**src/rtl/alu_pkg.sv**
```systemverilog
`default_nettype none
// ============================================================================
// Package : alu_pkg
// Purpose : Shared types and helpers for the ALU self-test sequencer:
//           ALU opcode encoding, golden ALU reference, sequencer state
//           encoding and the 16-bit Fibonacci LFSR polynomial/seed constants.
// Revision: 1.0 - initial release
// ============================================================================
package alu_pkg;

  typedef enum logic [1:0] {
    OP_AND = 2'b00,
    OP_XOR = 2'b01,
    OP_ADD = 2'b10,
    OP_SUB = 2'b11
  } alu_op_e;

  typedef enum logic [2:0] {
    ST_IDLE  = 3'd0,
    ST_DRIVE = 3'd1,
    ST_WAIT  = 3'd2,
    ST_CHECK = 3'd3,
    ST_DONE  = 3'd4
  } bist_state_e;

  // x^16 + x^14 + x^13 + x^11 + 1 with a left-shifting register: the taps
  // are the bits that become x^16, x^14, x^13 and x^11 after the shift.
  localparam logic [15:0] LFSR_TAPS = 16'hB400;
  // An all-zero seed would lock the LFSR, so it is swapped for this one.
  localparam logic [15:0] ALT_SEED  = 16'hACE1;

  // Golden model of the 8-bit ALU; sums and differences wrap modulo 256.
  function automatic logic [7:0] alu_ref(input logic [7:0] a,
                                         input logic [7:0] b,
                                         input alu_op_e    op);
    logic [7:0] r;
    case (op)
      OP_AND:  r = a & b;
      OP_XOR:  r = a ^ b;
      OP_ADD:  r = a + b;
      default: r = a - b;
    endcase
    return r;
  endfunction

  function automatic logic [15:0] lfsr_next(input logic [15:0] q);
    return {q[14:0], ^(q & LFSR_TAPS)};
  endfunction

  function automatic logic [15:0] eff_seed(input logic [15:0] s);
    return (s == 16'h0000) ? ALT_SEED : s;
  endfunction

endpackage : alu_pkg
`default_nettype wire

```
**src/rtl/lfsr16.sv**
```systemverilog
`default_nettype none
// ============================================================================
// Module  : lfsr16
// Purpose : 16-bit Fibonacci LFSR (x^16+x^14+x^13+x^11+1), shifting left
//           with the feedback bit entering bit 0. Load has priority over step.
// Ports   : clk     in   clock, rising edge
//           rst_n   in   asynchronous active-low reset (q <= RESET_SEED)
//           load_i  in   load seed_i
//           seed_i  in   16-bit seed value
//           step_i  in   advance one LFSR step
//           q_o     out  current LFSR state
// Revision: 1.0 - initial release
// ============================================================================
module lfsr16
  import alu_pkg::*;
#(
  parameter logic [15:0] RESET_SEED = 16'hACE1
) (
  input  logic        clk,
  input  logic        rst_n,
  input  logic        load_i,
  input  logic [15:0] seed_i,
  input  logic        step_i,
  output logic [15:0] q_o
);

  logic [15:0] q_q;
  logic [15:0] q_d;

  always_comb begin
    q_d = q_q;
    if (load_i) begin
      q_d = seed_i;
    end else if (step_i) begin
      q_d = lfsr_next(q_q);
    end
  end

  always_ff @(posedge clk or negedge rst_n) begin
    if (!rst_n) begin
      q_q <= RESET_SEED;
    end else begin
      q_q <= q_d;
    end
  end

  assign q_o = q_q;

endmodule : lfsr16
`default_nettype wire

```
**config.mk**
```make
export PLATFORM = sky130hd
export DESIGN_NAME = lfsr16
export DESIGN_NICKNAME = d
export VERILOG_FILES = /design/src/rtl/alu_pkg.sv /design/src/rtl/lfsr16.sv
export SDC_FILE = /design/constraint.sdc
export NUM_CORES = 1
export LEC_CHECK = 0
export CAP_MARGIN = 20
export CORE_MARGIN = 4
export CORE_UTILIZATION = 40
export CTS_BUF_LIST = sky130_fd_sc_hd__clkbuf_8
export CTS_CLUSTER_DIAMETER = 120
export DETAILED_ROUTE_END_ITERATION = 8
export GPL_TIMING_DRIVEN = 0
export PLACE_DENSITY = 0.77
export SLEW_MARGIN = 25
export SYNTH_ARGS = -nofsm -noshare
export SYNTH_HDL_FRONTEND = slang
export SYNTH_SLANG_ARGS = --single-unit
```
**constraint.sdc**
```tcl
create_clock -name clk -period 1.5 [get_ports clk]
set_clock_uncertainty 0.15 [all_clocks]
set_input_delay 0.3 -clock clk [delete_from_list [all_inputs] [get_ports clk]]
set_output_delay 0.3 -clock clk [all_outputs]
set_load 0.005 [all_outputs]
```
==> flow_summary.ini <==
[synthesis]
synth_area_sq_um = 792
yosysWarnings = 0
synth_top_cell_by_area = dfstp_2
syn-num-nets = 93
avgSynthCellArea_sq_um = 10.8
synth_commonest_cells = mux2i_1 (15), nand2_1 (15), o21ai_1 (10), dfrtp_1 (8), dfstp_2 (8)
yosysTopAreaCellShare = 0.265
netlist_top_cells_area = dfstp_2 (27%), dfrtp_1 (25%), mux2i_1 (19%), nand2_1 (7.1%), o21ai_1 (6.3%)
synthCells = 73
synth_enable_flop_cells = 0
ys_types = 15
synth-main-ff-cell = dfstp_2
yosysSeqAreaShare = 0.518
synth_seq_cells = 16
ys_async_sr_fraction = 1.00

[critical_path]
slowest_delay_ns = 0.54
cp.buffers_inverters = 1
cp_num_cells = 1
worst-r2r-setup-slack_ns = 0.22
cp-end-kind = primary output
endpoint = q_o[7]
worstPathRequired_ns = 1.05
cp_data_arrival_time_ns = 1.01
critPathKind = reg -> out
critPathLaunch = q_o[7]
crit_family = flip-flops
r2r-end = q_o[0]
path_cells = dlygate4sd2_1
cp_max_fo = 3
cp_slowest_cell = dfstp_2
ff2ff_path_depth = 4
crit_path_start_kind = register
r2r-start = q_o[10]

[power]
pwr-share-clk = 0.307
swShare = 0.241
p_int_uw = 916
power.density_nw_per_um2 = 945
power_mw = 1.21
worst_ir_drop_vdd_mv = 0.593
combPwrFrac = 0.257
power_switching_uw = 291
p_leak_nw = 0.609
p_seq_frac = 0.436

[grt]
grt_max_degree = 17
grt_util_all_layers = 0.162
grt_pass1_wl_um = 3280
antenna_found_initial = 0
grt_pass1_vias = 688
overflow = 0

[placement]
dp.cells = 132
numPortBuffers = 34
dp_hpwl_um = 1410
place_congestion = 0.764

[sta]
worst_pin_slew_ns = 0.685
grt_setup_unrepaired = no
fmax_mhz = 683
period_share = 0.976
finalHoldViolCount = 0
setup_viol = 0
slew_headroom = 0.542
finalCriticalPeriod_ns = 1.46
slew_violations = 0

[status]
status = finished, final reports clean

[drt]
drc_errors = 0
routed_wl_um = 2010
post_drt_wl_per_cell_um = 13.8
drt_first_pass_iters = 3
vias = 683
initialDrtViolationCount = 1
drtAntennaViolNets = 0
viasPerCell = 4.68

[layout]
num_antenna_cells = 0
postLayoutCoreUtil = 0.708
nFillCells = 153
fin_nets = 142
drive_gt1_frac = 0.231
fin_cells = 146
area_delta_synth_final_pct = 61.1
largest_reg_flops = 16

[floorplanning]
rows = 15
die_w_um = 52.5
core_sq_um = 1800
die_y_um = 52.5
start_util = 0.440
die_area_sq_um = 2760
pin_count = 36

[clocking]
ctsRootBufferMaster = clkbuf_8
cts_buffer_depth = 2
clk_latency_ns = 0.24
path_clk_slew_ns = 0.06
numCtsBuffers = 3
cts_tree = yes
ctsHtreeMaxLevel = 1
tritoncts_num_sinks = 16

[flow_run]
drv_cap = 0

[worst_hold_path]
worstHoldPathType = in -> reg
[through the flow]
stage	setup slack [ns]	cell area, sq um	setup TNS [ns]	hold WS [ns]
finish	0.0362	1280	0	0.169
global route	0.00314	1280	0	0.210
CTS	0.0148	1260	0	0.166
detailed placement	-0.192	1160	-1.54	0.409
global placement	-0.170	1160	-1.37	0.408
floorplan	0.359	792	0	-0.146
[kinds of logic after synthesis]
kind of cell    synth area share
xor+xnor                  0.0332
flops                      0.518
simple gates              0.0948
buf+inv                   0.0569
compound gates             0.107
mux                        0.190
[power by group through the flow]
stage          Combinational [mW]  Sequential [mW]  Clock [mW]
4_1_cts                     0.302            0.526       0.384
5_1_grt                     0.341            0.533       0.398
3_3_place_gp                0.283            0.544           0
3_5_place_dp                0.289            0.547           0
6_report                    0.310            0.526       0.371
2_1_floorplan               0.113            0.544           0
[layout by cell type (no fill, tap or decap), types with 2 or more instances in the layout]
cell,count
mux2i_1,15
clkdlybuf4s50_1,18
dfstp_2,8
clkbuf_8,4
buf_2,2
buf_4,10
xor2_1,2
dlygate4sd2_1,15
o21ai_1,10
nand2_1,15
dfrtp_1,8
o21ai_0,6
[final cells by class]
cell class	count	area, sq um	area share
Timing Repair Buffer	44	397	0.311
Tap cell	25	31.3	0.0245
Sequential cell	16	410	0.322
Clock buffer	4	55.1	0.0431
Buffer	5	46.3	0.0363
Multi-Input combinational cell	52	337	0.264
[tightest hold or removal path, stage by stage]
cell	delay, ns
buf_6	0.13
nand2b_1	0.07
o21ai_1	0.05
[per-layer routing]
metal,part of all wire,wire length (um),GRT usage
met3,0.034,68,0.0199
met4,0.0089,18,0.0511
met1,0.43,861,0.204
met5,0,0,0
met2,0.53,1060,0.283
[worst min-delay path by stage]
stage	slack, ns	startpoint	cells after the start	to
2_1_floorplan	-0.15	rst_n	0	q_o[12]
4_1_cts	0.17	step_i	3	q_o[0]
6_report	0.17	step_i	3	q_o[0]
3_5_place_dp	0.41	q_o[7]	2	q_o[7]
3_3_place_gp	0.41	q_o[5]	2	q_o[5]
5_1_grt	0.21	step_i	3	q_o[0]
[what timing repair did]
action	4_1_cts	5_1_grt
hold buffers	0	0
gates cloned	0	0
buffers inserted	8	2
pin swaps	0	0
endpoints found under the setup margin	16	9
gates resized for setup	16	3
(Power assumes the default switching activity.)
